**src/rtl/qeciphy_link_ctrl_if.sv**
```systemverilog
// qeciphy_link_ctrl_if: PHY-side bundle (STATUS/ECODE/PACCEPT from PHY; PHY_ARSTn/PSTATE/PREQ to PHY)
interface qeciphy_link_ctrl_if;
  logic [3:0] STATUS;
  logic [3:0] ECODE;
  logic PACCEPT;
  logic PHY_ARSTn;
  logic PSTATE;
  logic PREQ;
  modport master(input STATUS, ECODE, PACCEPT, output PHY_ARSTn, PSTATE, PREQ);
  modport slave(output STATUS, ECODE, PACCEPT, input PHY_ARSTn, PSTATE, PREQ);
endinterface

```
**src/rtl/qeciphy_link_ctrl.sv**
```systemverilog
// qeciphy_link_ctrl: PHY reset/link-up/power-handshake/retry FSM (ACLK, ARST, EN, PWR_REQ in; phy bundle; LINK_UP, FAULT, RETRY_CNT, LAST_ECODE, CTRL_STATE out)
module qeciphy_link_ctrl #(
  parameter int RST_CYCLES = 16,
  parameter int TIMEOUT_CYCLES = 65536,
  parameter int MAX_RETRY = 3
) (
  input  logic ACLK,
  input  logic ARST,
  input  logic EN,
  input  logic PWR_REQ,
  qeciphy_link_ctrl_if.master phy,
  output logic LINK_UP,
  output logic FAULT,
  output logic [3:0] RETRY_CNT,
  output logic [3:0] LAST_ECODE,
  output logic [2:0] CTRL_STATE
);
  typedef enum logic [2:0] {
    S_IDLE, S_PHY_RST, S_WAIT_LINK, S_RUN, S_PWR_DN, S_LOWPWR, S_PWR_UP, S_FAULT
  } state_t;
  localparam logic [7:0] RST_LOAD = 8'(RST_CYCLES - 1);
  localparam logic [23:0] TMAX = 24'(TIMEOUT_CYCLES - 1);
  localparam logic [3:0] RMAX = 4'(MAX_RETRY);
  state_t state;
  logic [7:0] rst_cnt;
  logic [23:0] timer;
  logic arst_n, pstate, preq;
  logic link_ok, tmo, fail;
  assign link_ok = phy.STATUS == 4'b0100 && phy.ECODE == 4'd0;
  assign tmo = timer == TMAX;
  assign fail = state == S_RUN ? !link_ok :
                state == S_WAIT_LINK ? !link_ok && tmo :
                (state == S_PWR_DN || state == S_PWR_UP) ? !phy.PACCEPT && tmo : 1'b0;
  assign phy.PHY_ARSTn = arst_n;
  assign phy.PSTATE = pstate;
  assign phy.PREQ = preq;
  assign CTRL_STATE = state;
  always_ff @(posedge ACLK) begin
    if (ARST) begin
      state <= S_IDLE;
      arst_n <= 1'b0;
      pstate <= 1'b1;
      preq <= 1'b0;
      LINK_UP <= 1'b0;
      FAULT <= 1'b0;
      RETRY_CNT <= 4'd0;
      LAST_ECODE <= 4'd0;
      rst_cnt <= 8'd0;
      timer <= 24'd0;
    end else begin
      timer <= tmo ? timer : timer + 24'd1;
      if (!EN) begin
        state <= S_IDLE;
        arst_n <= 1'b0;
        pstate <= 1'b1;
        preq <= 1'b0;
        LINK_UP <= 1'b0;
        FAULT <= 1'b0;
        RETRY_CNT <= state == S_FAULT ? 4'd0 : RETRY_CNT;
      end else if (fail) begin
        LAST_ECODE <= phy.ECODE;
        arst_n <= 1'b0;
        pstate <= 1'b1;
        preq <= 1'b0;
        LINK_UP <= 1'b0;
        if (RETRY_CNT == RMAX) begin
          state <= S_FAULT;
          FAULT <= 1'b1;
        end else begin
          state <= S_PHY_RST;
          RETRY_CNT <= RETRY_CNT + 4'd1;
          rst_cnt <= RST_LOAD;
        end
      end else begin
        case (state)
          S_IDLE: begin
            state <= S_PHY_RST;
            rst_cnt <= RST_LOAD;
          end
          S_PHY_RST: begin
            rst_cnt <= rst_cnt - 8'd1;
            if (rst_cnt == 8'd0) begin
              state <= S_WAIT_LINK;
              arst_n <= 1'b1;
              timer <= 24'd0;
            end
          end
          S_WAIT_LINK: if (link_ok) begin
            state <= S_RUN;
            LINK_UP <= 1'b1;
            RETRY_CNT <= 4'd0;
          end
          S_RUN: if (!PWR_REQ) begin
            state <= S_PWR_DN;
            pstate <= 1'b0;
            preq <= 1'b1;
            LINK_UP <= 1'b0;
            timer <= 24'd0;
          end
          S_PWR_DN: if (phy.PACCEPT) begin
            state <= S_LOWPWR;
            preq <= 1'b0;
          end
          S_LOWPWR: if (PWR_REQ) begin
            state <= S_PWR_UP;
            pstate <= 1'b1;
            preq <= 1'b1;
            timer <= 24'd0;
          end
          S_PWR_UP: if (phy.PACCEPT) begin
            state <= S_WAIT_LINK;
            preq <= 1'b0;
            timer <= 24'd0;
          end
          default: state <= S_FAULT;
        endcase
      end
    end
  end
endmodule

```
**src/flat_wrapper.sv**
```systemverilog
// flat-port wrapper written by rule: the top's interface ports become plain ports
module qeciphy_link_ctrl_flat 
#(
  parameter int RST_CYCLES = 16,
  parameter int TIMEOUT_CYCLES = 65536,
  parameter int MAX_RETRY = 3
)
  (ACLK, ARST, EN, PWR_REQ, LINK_UP, FAULT, RETRY_CNT, LAST_ECODE, CTRL_STATE, phy_STATUS, phy_ECODE, phy_PACCEPT, phy_PHY_ARSTn, phy_PSTATE, phy_PREQ);
  qeciphy_link_ctrl_if phy_i ();
  input  logic ACLK;
  input  logic ARST;
  input  logic EN;
  input  logic PWR_REQ;
  output logic LINK_UP;
  output logic FAULT;
  output logic [3:0] RETRY_CNT;
  output logic [3:0] LAST_ECODE;
  output logic [2:0] CTRL_STATE;
  input wire logic [$bits(phy_i.STATUS)-1:0] phy_STATUS;
  input wire logic [$bits(phy_i.ECODE)-1:0] phy_ECODE;
  input wire logic [$bits(phy_i.PACCEPT)-1:0] phy_PACCEPT;
  output wire logic [$bits(phy_i.PHY_ARSTn)-1:0] phy_PHY_ARSTn;
  output wire logic [$bits(phy_i.PSTATE)-1:0] phy_PSTATE;
  output wire logic [$bits(phy_i.PREQ)-1:0] phy_PREQ;
  assign phy_i.STATUS = phy_STATUS;
  assign phy_i.ECODE = phy_ECODE;
  assign phy_i.PACCEPT = phy_PACCEPT;
  assign phy_PHY_ARSTn = phy_i.PHY_ARSTn;
  assign phy_PSTATE = phy_i.PSTATE;
  assign phy_PREQ = phy_i.PREQ;
  qeciphy_link_ctrl #(.RST_CYCLES(RST_CYCLES), .TIMEOUT_CYCLES(TIMEOUT_CYCLES), .MAX_RETRY(MAX_RETRY)) u_core (.ACLK(ACLK), .ARST(ARST), .EN(EN), .PWR_REQ(PWR_REQ), .phy(phy_i), .LINK_UP(LINK_UP), .FAULT(FAULT), .RETRY_CNT(RETRY_CNT), .LAST_ECODE(LAST_ECODE), .CTRL_STATE(CTRL_STATE));
endmodule
```
**config.mk**
```make
export PLATFORM = sky130hd
export DESIGN_NAME = qeciphy_link_ctrl_flat
export DESIGN_NICKNAME = d
export VERILOG_FILES = /design/src/rtl/qeciphy_link_ctrl_if.sv /design/src/rtl/qeciphy_link_ctrl.sv /design/src/flat_wrapper.sv
export SDC_FILE = /design/constraint.sdc
export NUM_CORES = 1
export LEC_CHECK = 0
export BUFFER_PORTS_ARGS = -buffer_cell sky130_fd_sc_hd__buf_2
export CAP_MARGIN = 30
export CORE_UTILIZATION = 50
export DETAILED_ROUTE_END_ITERATION = 8
export HOLD_SLACK_MARGIN = 0.03
export PLACE_DENSITY = 0.85
export SETUP_SLACK_MARGIN = 0.2
export SYNTH_ARGS = -nofsm -noshare
export SYNTH_HDL_FRONTEND = slang
export SYNTH_SLANG_ARGS = --single-unit
```
**constraint.sdc**
```tcl
create_clock -name ACLK -period 2.2 [get_ports ACLK]
set_input_delay 0.66 -clock ACLK [delete_from_list [all_inputs] [get_ports ACLK]]
set_output_delay 0.66 -clock ACLK [all_outputs]
set_load 0.03 [all_outputs]
```
After elaboration in Yosys (flattened, before gate mapping)

Cells that the tools add are included.

Register bits after elaboration: 48
Input port bits: 13
Output and inout port bits: 16
Logic and storage cells: 101

Add/subtract/negate cells: 3
Equal/unequal tests: 24
Multiplexer cells: 37
Bitwise operators: 1
Reductions and logical operators: 26

Operators with widths:

| operator                                               | number |
|---|---|
| two-way mux 24 bit                                     | 7 |
| one-hot mux 24 bit (4 select lines)                    | 1 |
| adder 24 x 1 -> 24 bit (second input constant)         | 1 |
| equality test 24 x 16 -> 1 bit (second input constant) | 1 |
| two-way mux 3 bit                                      | 8 |
| two-way mux 4 bit                                      | 6 |
| one-hot mux 3 bit (7 select lines)                     | 1 |
| two-way mux 8 bit                                      | 2 |
| one-hot mux 8 bit (2 select lines)                     | 1 |
| equality test 3 bit (second input constant)            | 4 |
| != test 3 x 1 -> 1 bit (second input constant)         | 4 |
| != test 3 x 2 -> 1 bit (second input constant)         | 4 |
| AND reduction 3 bit                                    | 3 |
| logical NOT 8 bit                                      | 1 |
| two-way mux 1 bit                                      | 8 |
| AND reduction 4 bit                                    | 2 |
| subtractor 8 x 1 -> 8 bit (second input constant)      | 1 |
| equality test 3 x 2 -> 1 bit (second input constant)   | 2 |
| != test 2 bit (second input constant)                  | 3 |
| AND reduction 2 bit                                    | 3 |
| AND reduction 6 bit                                    | 1 |
| nonzero test 2 bit                                     | 3 |
| nonzero test 3 bit                                     | 2 |
| adder 4 x 1 -> 4 bit (second input constant)           | 1 |
| 15 further kinds                                       | 21 |

Depth between registers and ports, before layout

Gate-level depths: netlist (run 1).

Word-level depth: 8
Gate-level depth with buffers: 8
Mapped depth without buffers: 6

Worst setup path before layout (run 1)

OpenSTA, ideal clock, no wires.

Path kind: input -> register
Start point: in phy_STATUS[1]
End point: reg u_core.timer[2]
Setup time: 0.115 ns
Data arrival time: 2.195 ns
Data required time: 2.085 ns
Path slack: -0.110 ns
Stages on the path: 7
Path buffers: 1
Cells stage by stage: nor4b_1 -> a21boi_1 -> o2111a_2 -> nor2_2 -> a41o_1 -> buf_6 -> nor2_1

Word-level cells in the longest chain between the ends: 8

RTL lines:

| what                             | RTL line                                         | text |
|---|---|---|
| start, declared                  | flat_wrapper.sv:19                               | `input wire logic [$bits(phy_i.STATUS)-1:0] phy_STATUS;` |
| equality test 4 x 3 -> 1 bit (*) | qeciphy_link_ctrl.sv:29                          | `assign link_ok = phy.STATUS == 4'b0100 && phy.ECODE == 4'd0;` |
| logical AND 1 bit (*)            | qeciphy_link_ctrl.sv:29                          |  |
| logical NOT 1 bit (*)            | qeciphy_link_ctrl.sv:31, qeciphy_link_ctrl.sv:32 |  |
| logical AND 1 bit                | qeciphy_link_ctrl.sv:32                          | `state == S_WAIT_LINK ? !link_ok && tmo :` |
| two-way mux 1 bit                | qeciphy_link_ctrl.sv:32                          |  |
| two-way mux 1 bit (*)            | qeciphy_link_ctrl.sv:31                          | `assign fail = state == S_RUN ? !link_ok :` |
| two-way mux 24 bit (*)           | qeciphy_link_ctrl.sv:60                          | `end else if (fail) begin` |
| two-way mux 24 bit (*)           | qeciphy_link_ctrl.sv:52                          | `if (!EN) begin` |
| end signal, assigned             | qeciphy_link_ctrl.sv:51                          | `timer <= tmo ? timer : timer + 24'd1;` |
| end, declared                    | qeciphy_link_ctrl.sv:26                          | `logic [23:0] timer;` |

Mark *: on every way between the ends. The rest lies on a longest branch, timed or not.
A chain may end at the register's enable or synchronous reset.

Worst setup path in the final report (run 1)

Start point: reg u_core.timer[21]
End point: reg u_core.RETRY_CNT[0]

Word-level cells in the longest chain between the ends: 7
Elaborated cells between the ends (all ways): 12

RTL lines:

| what                                                                             | RTL line                | text |
|---|---|---|
| equality test 24 x 16 -> 1 bit (*)                                               | qeciphy_link_ctrl.sv:30 | `assign tmo = timer == TMAX;` |
| logical AND 1 bit                                                                | qeciphy_link_ctrl.sv:33 | `(state == S_PWR_DN \|\| state == S_PWR_UP) ? !phy.PACCEPT && tmo : 1'b0;` |
| two-way mux 1 bit                                                                | qeciphy_link_ctrl.sv:33 |  |
| two-way mux 1 bit (*)                                                            | qeciphy_link_ctrl.sv:32 |  |
| two-way mux 1 bit (*)                                                            | qeciphy_link_ctrl.sv:31 |  |
| != test 3 x 1 -> 1 bit (no source line), or another cell as far along            | n/a                     |  |
| AND reduction 4 bit (no source line) / two-way mux 4 bit (equally long branches) | n/a                     |  |
| end signal, assigned                                                             | qeciphy_link_ctrl.sv:59 | `RETRY_CNT <= state == S_FAULT ? 4'd0 : RETRY_CNT;` |
| end signal, assigned                                                             | qeciphy_link_ctrl.sv:71 | `RETRY_CNT <= RETRY_CNT + 4'd1;` |
| end, declared                                                                    | qeciphy_link_ctrl.sv:14 | `output logic [3:0] RETRY_CNT,` |

Marked as above.

==> metrics, run 1 <==
Finished Layout Cells=around 400; dominant cell by count in the synthesized netlist=dfxtp_1; max-slew violations=0; final setup TNS=0 ns; synth top area cells=dfxtp_1 39%, xor2_1 6.4%, nor2_1 6.0%, a21oi_1 4.3%, mux2i_1 3.3%; DP HPWL=3.923 mm; VDD IR-drop max=~0.46 mV; fraction of layout cells with a size suffix above 1=between 20% and 30%; crit path launch type=flop; Final Util=between 60% and 70%; DRT Wirelength=a little under 6 mm; post-synthesis cell count=a little under 300; num ports=29; run status=finished clean; #FFs+latches synth=48; period utilization=between 90% and 100%; site row count=25; Leakage=~1.3 nW; Synth top area share=about two fifths; CP Data Required Time=between 2 and 2.5 ns; Synth area leader=dfxtp_1; vias in the first global route=approximately 2000; DIE AREA=0.005176 mm2; WHS=roughly 0.47 ns; antenna violations before repair=0; max_cap viols=0; drt first pass iters=5; ANT cells=0; Wirelength per Cell=14.68 um; Die Y=approximately 72 um; core box area=between 0.004 and 0.005 mm2; Rel. slew slack=53.98%; FF-to-FF path depth=7; GRT Residual Overflow=0; CP max FO=5; CTS tree=yes; via count=between 2000 and 2500; net count after synthesis=slightly above 300; buffers added on ports=28; r2r startpoint=u_core.timer[21]; hold path start=u_core.FAULT; DRT iter0 DRCs=roughly 250; Seq/Total Area, Yosys=approximately two fifths; Hold Vio Cnt, Final=0; first-pass GRT wire length=just over 9 mm; routability congestion estimate=~0.85; worst hold path endpoint=u_core.FAULT; Initial Util=51.79%; per-instance average area after synthesis=between 8 and 9 um2; largest net degree at the start of global routing=25; Power Dens Cells=around 570 mW/mm2; cts hold-fix bufs=0; Clk Latency, worst-skew pair=between 0.3 and 0.4 ns; CP Cell Sequence=or4_4, nor2_4, o2111a_2, o21ai_2, buf_6, or4_1, o21ai_1; Netlist cell types=52; Final setup viols=0; gr usage total=22.35%; Die X=a little over 70 um; Worst setup EP type=flop; Worst Setup Path Type=reg2reg; Top FF cell, synth=dfxtp_1; clk_skew=about 0.011 ns; area grow syn2layout=24.19%; CTS Buffer Depth=2; hold depth=2; vias per cell=roughly 5.7; CTS clk-pin slew, worst paths=around 0.09 ns; EDFF count, synth=0; Slowest-stage cell, CP=or4_4; Worst setup startpoint=u_core.timer[21]; hold crit path type=reg2reg; r2r setup slk=~0.13 ns; Worst-Margin Slew=0.6807 ns; Clock Tree Root=clkbuf_8; Tmin final=~2.1 ns; Synth warnings=0; placed cell count=390; post-route ant nets=0; number of CTS-inserted buffers=5; Crit path largest cell delay=0.54 ns; Async S/R FF share, synth=0%; crit path DAT=~2.3 ns; Final nets=352; DRC Markers=0; RR Endpoint=u_core.RETRY_CNT[0]; Fmax=0.4836 GHz; top post-synthesis cells by count=48 x dfxtp_1, 39 x nor2_1, 21 x a21oi_1, 21 x nand2_1, 18 x xor2_1; synthesized area=~0.0024 mm2; H-Tree Depth=2; # clock sinks=48; RSZ-0062 raised after global routing=yes
-- cells in the final DEF (no fill, tap or decap), types with 3 or more instances in the layout --
cell and count:
nor3_1 6, or4_4 3, clkbuf_8 5, o21ai_0 7
a21oi_1 19, ha_1 4, and3_1 10, buf_2 28
o21a_1 3, xor2_1 18, xnor2_1 4, or3_1 3
nand2b_1 4, dfxtp_2 5, nand2_1 21, nor2_1 38
nand3_1 10, dfxtp_1 43, and4_1 5, buf_4 20
and2_1 5, mux2i_1 8, nand4_1 6, inv_1 6
a21o_1 3, a311oi_1 3
-- worst max-delay path: cells and delay by family (launching register included) --
kind / cells / cell delay (ns)
DFF: 1 / 0.33
buffers and inverters: 1 / 0.13
and+or+nand+nor: 3 / 1.07
AOI/OAI and AO/OA: 3 / 0.47
-- layer usage --
layer	global-route usage, %	up-vias	part of all wire [%]
met5	0	-	0
met2	36.90	81	47
met1	28.76	1087	45
li1	-	1126	-
met3	4.861	15	5.6
met4	8.497	0	2.4
-- flip-flops by register name, indices dropped and copies added (netlist names), named ones only --
signal,count
u_core.phy.PSTATE,1
u_core.timer,24
u_core.FAULT,1
u_core.rst_cnt,8
u_core.RETRY_CNT,4
u_core.phy.PHY_ARSTn,1
u_core.phy.PREQ,1
u_core.CTRL_STATE,2
u_core.LAST_ECODE,4
u_core.LINK_UP,1
-- per-stage QoR --
step | instance area, um2 | power [mW] | setup WS [ns]
finish | 3038 | 1.728 | 0.1321
global route | 3038 | 1.795 | 0.01535
CTS | 2943 | 1.714 | 0.1866
detailed placement | 2789 | 1.090 | -0.1466
global placement | 2789 | 1.083 | -0.07485
floorplan | 2482 | 1.037 | 0.08566
-- report_power, final --
part	switching, mW	internal [mW]
Clock	0.300	0.336
Combinational	0.110	0.0786
Sequential	0.0187	0.885
Total	0.429	1.30
-- worst max-delay path by stage --
stage | end | cells past startpoint
2_1_floorplan | u_core.timer[2] | 7
3_3_place_gp | u_core.phy.PSTATE | 6
3_5_place_dp | u_core.rst_cnt[5] | 7
4_1_cts | u_core.RETRY_CNT[0] | 7
5_1_grt | u_core.CTRL_STATE[0] | 5
6_report | u_core.RETRY_CNT[0] | 7
-- cells by family (layout without fill, tap and decap cells) --
kind of cell    Yosys count  count (layout)  synth area share, %
mux                       8               8                3.274
simple gates            127             127                27.21
fa+ha+maj                 4               4                2.046
flops                    48              48                39.28
compound gates           61              61                16.42
xor+xnor                 22              22                7.877
buf+inv                  19              66                3.887
-- cell type report --
| cell class | count | area [um2] |
|---|---|---|
| Multi-Input combinational cell | 222 | 1486 |
| Timing Repair Buffer | 52 | 366.6 |
| Sequential cell | 48 | 967.2 |
| Inverter | 6 | 22.52 |
| Clock buffer | 5 | 68.82 |
| Tap cell | 67 | 83.83 |
| Fill cell | 393 | 1685 |
| Clock inverter | 3 | 42.54 |
-- repair_timing --
item                       4_1_cts  5_1_grt
setup endpoints to repair       27       34
resized for setup                7       13
gates cloned                     0        1
buffers inserted                 3        1
pin swaps                        5        4
Note: power is estimated with default switching activity, not from simulation.
==> run 2, diff against run 1 <==
CORE_MARGIN = 2   (was not set)
==> run 2 against run 1 <==
Critical path depth is 1 higher. Setup slack improved by 0.0092 ns. Largest cell class unchanged. Final area decreased by 2.0%. Hold slack better by 0.0033 ns. Final cell count decreased by 1.5%. First-iteration DRC count is 44% lower. Critical endpoint is now u_core.CTRL_STATE[1]. Maximum frequency increased by 0.45%. Sequential power barely moved. Core utilization is 1.3 points lower. Flip-flop and latch count did not move.
==> metrics, run 2 (synthesized netlist as in run 1, its figures left out) <==
Regs by FF count=u_core.timer: 24 flops, u_core.rst_cnt: 8 flops; Final Util=63.05%; clk_skew=roughly 0.014 ns; max-slew violations=0; DRT iter0 DRCs=between 100 and 150; site row count=25; Wirelength per Cell=~14 um; Clk Latency, worst-skew pair=between 0.3 and 0.4 ns; GRT Max-Usage Layer=met2; Gate power share=11.7%; DIE AREA=about 0.0055 mm2; buffers added on ports=28; crit path launch type=input port; Largest register FFs=24; cts hold-fix bufs=0; net switching power=between 400 and 500 uW; Die X=73.95 um; area grow syn2layout=21.74%; drt first pass iters=5; GRT Residual Overflow=0; vias in the first global route=about 1900; CP max FO=4; Worst-Margin Slew=0.4292 ns; M2 GR Usage=approximately a third; Worst setup EP type=flop; WHS=0.4714 ns; period utilization=93.57%; Worst Setup Path Type=in2reg; H-Tree Depth=2; routability congestion estimate=about 0.86; Final setup viols=0; ANT cells=0; Hold Vio Cnt, Final=0; post-route ant nets=0; num ports=29; via count=2251; hold crit path type=reg2reg; largest net degree at the start of global routing=25; Clock Power Share=between 30% and 40%; VDD IR-drop max=roughly 0.39 mV; most frequent cells in the layout=43 x dfxtp_1, 38 x nor2_1, 26 x buf_2; CTS clk-pin slew, worst paths=roughly 0.090 ns; final setup TNS=0 ns; first-pass GRT wire length=roughly 8.9 mm; Finished Layout Cells=397; global routing usage on met1=29.25%; final instance area=about 0.003 mm2; Tmin final=2.059 ns; met3 GRT Util=under 10%; sw frac=between 20% and 30%; RSZ-0062 raised after global routing=yes; fraction of layout cells with a size suffix above 1=between 20% and 30%; hold path start=u_core.FAULT; DP HPWL=approximately 3.9 mm; antenna violations before repair=0; DP Area=approximately 0.0028 mm2; Die Y=between 70 and 80 um; DRT Wirelength=roughly 5.7 mm; # clock sinks=48; Initial Util=51.79%; placed cell count=between 300 and 400; r2r startpoint=u_core.timer[17]; part of the power in registers=a little under three fifths; gr usage total=between 20% and 30%; Final nets=approximately 350; Fmax=between 0.4 and 0.5 GHz; vias per cell=about 5.7; DRC Markers=0; Leakage=~1.2 nW; internal power=approximately 1.2 mW; Power Dens Cells=between 500 and 600 mW/mm2; number of CTS-inserted buffers=5; max_cap viols=0; Most flops, register=u_core.timer; Clock Tree Root=clkbuf_8; CTS Buffer Depth=2; core box area=between 0.004 and 0.005 mm2; Worst setup startpoint=phy_ECODE[3]; Rel. slew slack=71.30%; run status=finished clean; most common cell after layout, fill and taps aside=dfxtp_1; CTS tree=yes; crit path DAT=2.30 ns; CP Data Required Time=around 2.4 ns
==> run 2: power groups by stage <==
| stage | clock network, mW | registers, mW | logic [mW] |
|---|---|---|---|
| 6_report | 0.505 | 0.904 | 0.186 |
| 3_3_place_gp | 0 | 0.922 | 0.161 |
| 4_1_cts | 0.509 | 0.903 | 0.173 |
| 5_1_grt | 0.550 | 0.907 | 0.203 |
| 2_1_floorplan | 0 | 0.924 | 0.113 |
| 3_5_place_dp | 0 | 0.923 | 0.166 |
==> run 2: stage by stage <==
stage          power [mW]  setup slack [ns]
5_1_grt             1.659            0.1125
6_report            1.595            0.1414
3_5_place_dp        1.089           -0.1199
2_1_floorplan       1.037           0.08566
4_1_cts             1.585            0.1238
3_3_place_gp        1.083          -0.08008
==> run 2: worst max-delay path, stage by stage <==
cell       delay [ns]
buf_8            0.10
nor4_4           0.39
a21boi_2         0.13
o2111a_2         0.32
buf_6            0.14
buf_6            0.11
or3_1            0.31
o2bb2ai_1        0.14
==> run 2: final timing paths <==
path	cells past startpoint	endpoint	slack (ns)
worst min-delay path	2	u_core.FAULT	0.47
worst max-delay path	8	u_core.CTRL_STATE[1]	0.14
worst max register to register	7	u_core.RETRY_CNT[0]	0.19
worst min register to register	2	u_core.FAULT	0.47
==> run 2: routing by layer <==
| metal | wire, um | vias to the layer above |
|---|---|---|
| li1 | - | 1119 |
| met1 | 2631 | 1051 |
| met2 | 2667 | 67 |
| met3 | 253 | 14 |
| met4 | 113 | 0 |
| met5 | 0 | - |
==> run 2: layout make-up <==
type	count	area [um2]
clock buffer	6	72.57
clock inverter	1	5.005
fill	362	1745
inverter	6	22.52
multi-input combinational	222	1504
sequential	48	967.2
tap	67	83.83
timing repair buffer	47	322.8
==> run 2: timing repair <==
item / 4_1_cts / 5_1_grt
endpoints found under the setup margin: 34 / 40
setup buffers: 2 / 0
pin swaps: 4 / 5
resized for setup: 11 / 18
